## src/rtl/uart_rx_frame_pkg.sv

```systemverilog
// Shared UART receiver definitions: parity modes, default width and FSM state encoding.
package uart_rx_frame_pkg;

    localparam int PARITY_NONE   = 0;
    localparam int PARITY_ODD    = 1;
    localparam int PARITY_EVEN   = 2;
    localparam int DEF_DATA_BITS = 8;

    typedef enum logic [2:0] {
        ST_IDLE   = 3'd0,
        ST_START  = 3'd1,
        ST_DATA   = 3'd2,
        ST_PARITY = 3'd3,
        ST_STOP   = 3'd4
    } rx_state_e;

endpackage

```

## src/rtl/uart_rx_sync.sv

```systemverilog
// RX line synchroniser: SYNC_STAGES flops (reset to idle-high) plus falling-edge detect.
module uart_rx_sync #(
    parameter int SYNC_STAGES = 2
) (
    input  logic i_clk,
    input  logic i_rst_n,
    input  logic i_rx,
    output logic o_rx_s,
    output logic o_fall_edge
);

    logic [SYNC_STAGES-1:0] sync_q;
    logic                   prev_q;

    always_ff @(posedge i_clk or negedge i_rst_n) begin
        if (!i_rst_n) begin
            sync_q <= '1;
            prev_q <= 1'b1;
        end else begin
            sync_q <= {sync_q[SYNC_STAGES-2:0], i_rx};
            prev_q <= sync_q[SYNC_STAGES-1];
        end
    end

    assign o_rx_s      = sync_q[SYNC_STAGES-1];
    assign o_fall_edge = prev_q & ~sync_q[SYNC_STAGES-1];

endmodule

```

## src/rtl/uart_rx_frame.sv

```systemverilog
// UART frame receiver: samples the synchronised line at bit centres (odd half pulses)
// and strobes each byte with parity / framing flags.
module uart_rx_frame
    import uart_rx_frame_pkg::*;
#(
    parameter int DATA_BITS   = DEF_DATA_BITS,
    parameter int PARITY_MODE = PARITY_NONE,
    parameter int SYNC_STAGES = 2
) (
    input  logic                 i_clk,
    input  logic                 i_rst_n,
    input  logic                 i_rx,
    input  logic                 i_half_pulse,
    output logic                 o_div_en,
    output logic [DATA_BITS-1:0] o_data,
    output logic                 o_valid,
    output logic                 o_parity_err,
    output logic                 o_frame_err,
    output logic                 o_busy
);

    localparam logic [4:0] LAST_DATA_HC = 5'(2 * DATA_BITS + 1);

    rx_state_e            state_q, state_d;
    logic [4:0]           hc_q, hc_d;
    logic [DATA_BITS-1:0] sh_q, sh_d;
    logic                 par_err_q, par_err_d;
    logic [DATA_BITS-1:0] data_q, data_d;
    logic                 valid_q, valid_d;
    logic                 perr_out_q, perr_out_d;
    logic                 ferr_out_q, ferr_out_d;

    logic       rx_s;
    logic       fall_edge;
    logic       div_en;
    logic [4:0] hc_inc;
    logic       samp;

    uart_rx_sync #(
        .SYNC_STAGES (SYNC_STAGES)
    ) u_sync (
        .i_clk       (i_clk),
        .i_rst_n     (i_rst_n),
        .i_rx        (i_rx),
        .o_rx_s      (rx_s),
        .o_fall_edge (fall_edge)
    );

    assign div_en = (state_q != ST_IDLE);
    assign hc_inc = hc_q + 5'd1;
    // Odd half-pulse counts land on bit centres.
    assign samp   = i_half_pulse & hc_inc[0];

    always_comb begin
        state_d    = state_q;
        hc_d       = hc_q;
        sh_d       = sh_q;
        par_err_d  = par_err_q;
        data_d     = data_q;
        valid_d    = 1'b0;
        perr_out_d = perr_out_q;
        ferr_out_d = ferr_out_q;

        if (div_en && i_half_pulse) hc_d = hc_inc;

        case (state_q)
            ST_IDLE: begin
                if (fall_edge) begin
                    state_d   = ST_START;
                    hc_d      = 5'd0;
                    par_err_d = 1'b0;
                end
            end
            ST_START: begin
                if (samp) state_d = rx_s ? ST_IDLE : ST_DATA;
            end
            ST_DATA: begin
                if (samp) begin
                    sh_d = {rx_s, sh_q[DATA_BITS-1:1]};
                    if (hc_inc == LAST_DATA_HC)
                        state_d = (PARITY_MODE != PARITY_NONE) ? ST_PARITY : ST_STOP;
                end
            end
            ST_PARITY: begin
                if (samp) begin
                    par_err_d = (PARITY_MODE == PARITY_ODD) ? ~(^sh_q ^ rx_s) : (^sh_q ^ rx_s);
                    state_d   = ST_STOP;
                end
            end
            ST_STOP: begin
                if (samp) begin
                    data_d     = sh_q;
                    valid_d    = 1'b1;
                    perr_out_d = par_err_q;
                    ferr_out_d = ~rx_s;
                    state_d    = ST_IDLE;
                end
            end
            default: state_d = ST_IDLE;
        endcase
    end

    always_ff @(posedge i_clk or negedge i_rst_n) begin
        if (!i_rst_n) begin
            state_q    <= ST_IDLE;
            hc_q       <= '0;
            sh_q       <= '0;
            par_err_q  <= 1'b0;
            data_q     <= '0;
            valid_q    <= 1'b0;
            perr_out_q <= 1'b0;
            ferr_out_q <= 1'b0;
        end else begin
            state_q    <= state_d;
            hc_q       <= hc_d;
            sh_q       <= sh_d;
            par_err_q  <= par_err_d;
            data_q     <= data_d;
            valid_q    <= valid_d;
            perr_out_q <= perr_out_d;
            ferr_out_q <= ferr_out_d;
        end
    end

    assign o_div_en     = div_en;
    assign o_busy       = div_en;
    assign o_data       = data_q;
    assign o_valid      = valid_q;
    assign o_parity_err = perr_out_q;
    assign o_frame_err  = ferr_out_q;

endmodule

```

## config.mk

```make
export PLATFORM = sky130hd
export DESIGN_NAME = uart_rx_frame
export DESIGN_NICKNAME = d
export VERILOG_FILES = /design/src/rtl/uart_rx_frame_pkg.sv /design/src/rtl/uart_rx_sync.sv /design/src/rtl/uart_rx_frame.sv
export SDC_FILE = /design/constraint.sdc
export NUM_CORES = 1
export LEC_CHECK = 0
export CAP_MARGIN = 20
export CORE_MARGIN = 5
export CORE_UTILIZATION = 39
export CTS_CLUSTER_SIZE = 12
export DETAILED_ROUTE_END_ITERATION = 6
export GPL_ROUTABILITY_DRIVEN = 0
export PLACE_DENSITY_LB_ADDON = 0.05
export SLEW_MARGIN = 20
export SYNTH_ARGS = -nofsm -noshare
export SYNTH_HDL_FRONTEND = slang
export SYNTH_SLANG_ARGS = --single-unit
```

## constraint.sdc

```tcl
create_clock -name i_clk -period 5.2 [get_ports i_clk]
set_clock_uncertainty 0.15 [all_clocks]
set_input_delay 1.04 -clock i_clk [delete_from_list [all_inputs] [get_ports i_clk]]
set_output_delay 1.04 -clock i_clk [all_outputs]
set_load 0.05 [all_outputs]
```

=== Word-level counts from Yosys, hierarchy flattened ===
Index checks and enable logic that the tools add are counted.

* Bits in read-only memories: 0
* Output and inout port bits: 13
* Bits of input ports: 4
* Memory bits (writable): 0
* Latch bits: 0
* Memories kept: 0
* Flip-flop bits (word level): 31
* Logic and storage cells: 51

* Shift operators: 0
* $add $sub $neg: 1
* Equality and inequality tests: 11
* $mul: 0
* Bitwise logic cells: 4
* Divide/modulo/power cells: 0
* $lt $le $gt $ge: 0
* Reductions and logical operators: 9
* Muxes and demuxes: 16

{| class="wikitable"
|+ Operators with widths
! operator !! count
|-
| 3-bit two-way mux || 6
|-
| 5-bit two-way mux || 3
|-
| 3-bit case mux with 5 select lines || 1
|-
| 2-bit inequality test (second input constant) || 6
|-
| 8-bit parity || 1
|-
| 3-bit by 2-bit equality test with 1-bit output (second input constant) || 2
|-
| 6-bit AND reduction || 1
|-
| 5-bit by 1-bit adder with 5-bit output (second input constant) || 1
|-
| 5-bit equality test (second input constant) || 1
|-
| 1-bit two-way mux || 4
|-
| 2-bit AND reduction || 2
|-
| 3-bit by 1-bit equality test with 1-bit output (second input constant) || 1
|-
| 3-bit equality test (second input constant) || 1
|-
| 3-bit logical NOT || 1
|-
| 3-bit AND reduction || 1
|-
| 3-bit nonzero test || 1
|-
| 1-bit AND || 2
|-
| 2-bit two-way mux || 1
|-
| 1-bit case mux with 2 select lines || 1
|-
| 2-bit nonzero test || 1
|-
| 1-bit logical AND || 1
|-
| 1-bit NOT || 1
|-
| 1-bit bitwise XOR || 1
|}

=== Longest topological paths before layout ===
* Depth in word-level cells: 5
* Gate-level depth with buffers: 5
* Mapped depth without buffers: 5

=== Cells and area by module ===
Synthesis repeated with hierarchy kept, for this count alone.

* Cell total of the unflattened synthesis: 109
* Area total of the unflattened synthesis: 1438.9 um^2

{| class="wikitable"
|+ Modules (own cells, without submodules)
! module !! seq. area each (um^2) !! area an instance (um^2) !! instances !! cells an instance
|-
| uart_rx_frame || 700.7 || 1346.3 || 1 || 105
|-
| uart_rx_sync || 78.8 || 92.6 || 1 || 4
|}

=== Worst setup path after synthesis ===
OpenSTA, ideal clock, no wires.

* Kind: reg2out
* Start point: reg state_q[0]
* End point: out o_div_en
* Arrival: 1.251 ns
* Stages on the path, launching flop included: 5
* Data required time: 4.010 ns
* Setup slack: 2.759 ns
* Buffers on the path: 2
* Path through: dfrtp_1 > buf_6 > nor3_1 > inv_1 > buf_4

* Cells in the longest elaborated chain, start to end: 1

{| class="wikitable"
|+ RTL lines
! element !! line !! RTL
|-
| start: declaration || uart_rx_frame.sv:24 || <nowiki>rx_state_e state_q, state_d;</nowiki>
|-
| start signal: assignment || uart_rx_frame.sv:114 || <nowiki>state_q <= state_d;</nowiki>
|-
| 3-bit nonzero test || uart_rx_frame.sv:49 || <nowiki>assign div_en = (state_q != ST_IDLE);</nowiki>
|-
| end: declaration || uart_rx_frame.sv:14 || <nowiki>output logic o_div_en,</nowiki>
|}

Every way passes these cells.

=== Worst setup path after layout ===
* Start point: reg state_q[1]
* End point: out o_busy

* Cells in the longest elaborated chain, start to end: 1

{| class="wikitable"
|+ RTL lines
! element !! line !! RTL
|-
| 3-bit nonzero test || uart_rx_frame.sv:49 ||
|-
| end: declaration || uart_rx_frame.sv:19 || <nowiki>output logic o_busy</nowiki>
|}

Every way passes these cells.

==> reports/summary.txt <==
All-layer global routing usage - 10.46%
Initial antenna violation count - 0
Worst Path Arrival - 1.98 ns
First-pass GRT wire length - 3995 µm
Worst-margin pin slew - 0.4996 ns
Slowest CP cell - clkdlybuf4s50_1
CTS buffer count - 5
Postcts setup bufs - 0
GRT Max-Usage Layer - met1
Max-cap violations - 0
Maximum clock rate - 315.2 MHz
Cts repair resizes - 0
Clock sink count - 31
Post-synth top cells - 28 x dfrtp_1, 9 x mux2_2, 8 x nand2_1, 8 x o21ai_0, 7 x mux2_4
Clk slew on worst S/H paths - 0.10 ns
Vert. Die Dim - 70.16 µm
Total gr overflow - 0
Final #Nets - 136
Layout cells sized above 1 - 25.19%
Vias per cell - 4.853
RSZ-0062 raised after global routing - no
Top cells by area, synth - dfrtp_1 50%, mux2_4 7.4%, mux2_2 7.2%
Setup TNS - 0 ns
Die ar. - 4922 µm²
Met3 usage - 3.587%
Largest area contributor in the netlist - dfrtp_1
Synth warn - 0
Sequential share of the synthesized area - 55.23%
Post-Syn Area per Cell - 12.95 µm²
Worst skew pair latency - 0.33 ns
Top FF cell, synth - dfrtp_1
Worst vdd ir - 270.5 µV
DP HPWL - 1637 µm
Fin area - 1693 µm²
Fin. Hold Viols - 0
Critical path type - flop to output port
1st-pass router iterations - 4
Asr flop ratio synth - 100.0%
Starting density of the core - 41.32%
Pwr/cell area - 570.8 nW/µm²
Synth Net Count - 115
Status - finished clean
Mapped Cells - 109
Reg area - 779.5 µm²
Final min period - 3.172 ns
CTS tree - built
Count leader, synth - dfrtp_1
Area delta synth->final - 19.95%
Setup crit start kind - flop
Count of cell types in the netlist - 30
Synth Cell Area - 1411 µm²
Worst-path cell chain - nor3_1 > inv_1 > clkdlybuf4s50_1
Multi-input gate area - 583.1 µm²
Via count - 859
FP Rows - 21
Number of remaining DRC errors - 0
FF+latch count, synth - 31
I/O Pins - 17
Drt wl/cell - 13.24 µm
Total wire length - 2343 µm
CP required - 4.01 ns
Die width - 70.16 µm
Max clock buf depth - 2
CP peak stage delay - 0.71 ns
Hold-fix buffers, CTS - 0
Tcrit/Tclk final - 61.00%
Met2 GRT Util - 14.38%
Filler Cell Count - 318
HP Class - flop to flop
Final Max Tran Viols - 0
Count of final setup violators - 0
Largest net degree at the start of global routing - 32
Post-synth top area share - 49.65%
DRT iter0 DRCs - 36
Core footprint - 3416 µm²
Post-synth EDFFs - 0
Worst slew margin - 66.41%
Leakage - 0.7998 nW
CP Capture Type - output port
Vias in the first global route - 810
# H-tree levels - 2
PortBufs - 16
N_diodes - 0
CTS root buf - clkbuf_4
Dpl cell area - 1607 µm²
CP max FO - 8
Post-DRT Antenna Nets - 0
M1 GR Usage - 14.54%
## flip-flops by register name, indices dropped and copies added (netlist names)
name / count
hc_q: 5
sh_q: 8
o_parity_err: 1
o_data: 8
o_frame_err: 1
o_valid: 1
par_err_q: 1
state_q: 3
u_sync.prev_q: 1
u_sync.sync_q: 2
## cells by family after synthesis
| group | Yosys count | synth area share, % |
|---|---|---|
| adders and majority gates | 2 | 1.773 |
| AOI/OAI and AO/OA | 18 | 8.423 |
| xor gates and xnor gates | 10 | 7.181 |
| and+or+nand+nor | 24 | 9.308 |
| buffers and inverters | 8 | 3.458 |
| muxes | 16 | 14.63 |
| DFF | 31 | 55.23 |
## final timing paths
check	depth (start not counted)	endpoint	slack (ns)	from
max	3	o_busy	2.03	state_q[1]$_DFFE_PN0P_
min	0	u_sync.sync_q[1]$_DFF_PN1_	0.21	u_sync.sync_q[0]$_DFF_PN1_
max reg2reg	3	o_data[0]$_DFFE_PN0P_	3.35	hc_q[0]$_DFF_PN0_
min reg2reg	0	u_sync.sync_q[1]$_DFF_PN1_	0.21	u_sync.sync_q[0]$_DFF_PN1_
max in group asynchronous	2	u_sync.sync_q[0]$_DFF_PN1_	3.62	i_rst_n
min in group asynchronous	2	o_data[6]$_DFFE_PN0P_	0.94	i_rst_n
## stage by stage
step                      total power [mW]  worst slack [ns]  hold WS [ns]  utilization [%]  std cells
after floorplan                     0.6806             2.759        0.1952                -        109
after global placement              0.7666             2.252        0.1963            47.03        169
after detailed placement            0.7789             2.200        0.1975            47.03        169
after CTS                           0.9780             2.028        0.2110            49.56        177
after global routing                 1.023             1.867        0.2126            49.56        177
final                               0.9662             2.028        0.2104            49.56        177
## per-layer routing
layer	up-vias	wire length, µm
met3	4	107
met4	0	41
met2	18	999
met5	-	0
met1	411	1194
li1	426	-
## layout make-up
type	instances	area share, %
Sequential cell	31	46.05
Tap cell	46	3.400
Clock inverter	2	2.069
Inverter	5	1.109
Clock buffer	6	3.030
Timing Repair Buffer	17	9.904
Multi-Input combinational cell	70	34.44
## cells in the final DEF (no fill, tap or decap)
master	n
a22oi_1	1
mux2_4	7
clkbuf_4	5
dfrtp_1	28
nand2b_4	1
nor2b_1	3
nor2_1	4
xnor3_1	1
inv_1	5
xnor2_1	6
and3_2	1
o21ai_0	8
o31ai_1	1
clkdlybuf4s50_1	16
o2bb2ai_1	1
buf_4	1
a31oi_1	1
nand3b_1	1
clkinv_2	1
ha_1	2
nand3_1	4
or4b_4	1
a311oi_1	1
a21oi_1	1
mux2_2	9
dfstp_2	3
o31a_1	1
clkbuf_8	1
a31o_2	2
nand2_1	8
bufinv_16	1
a22o_1	1
nor3_1	1
xor2_1	3
## worst max-delay path: cells and delay by family, from the launching register on
kind	cells	cell delay, ns
buffers and inverters	2	0.81
flip-flops	1	0.47
AND/OR/NAND/NOR	1	0.38
## power by group
group          internal (mW)  switching [mW]
Sequential             0.304          0.0755
Clock                  0.114          0.0837
Combinational          0.183           0.206
Power figures use the tool's default switching activity.
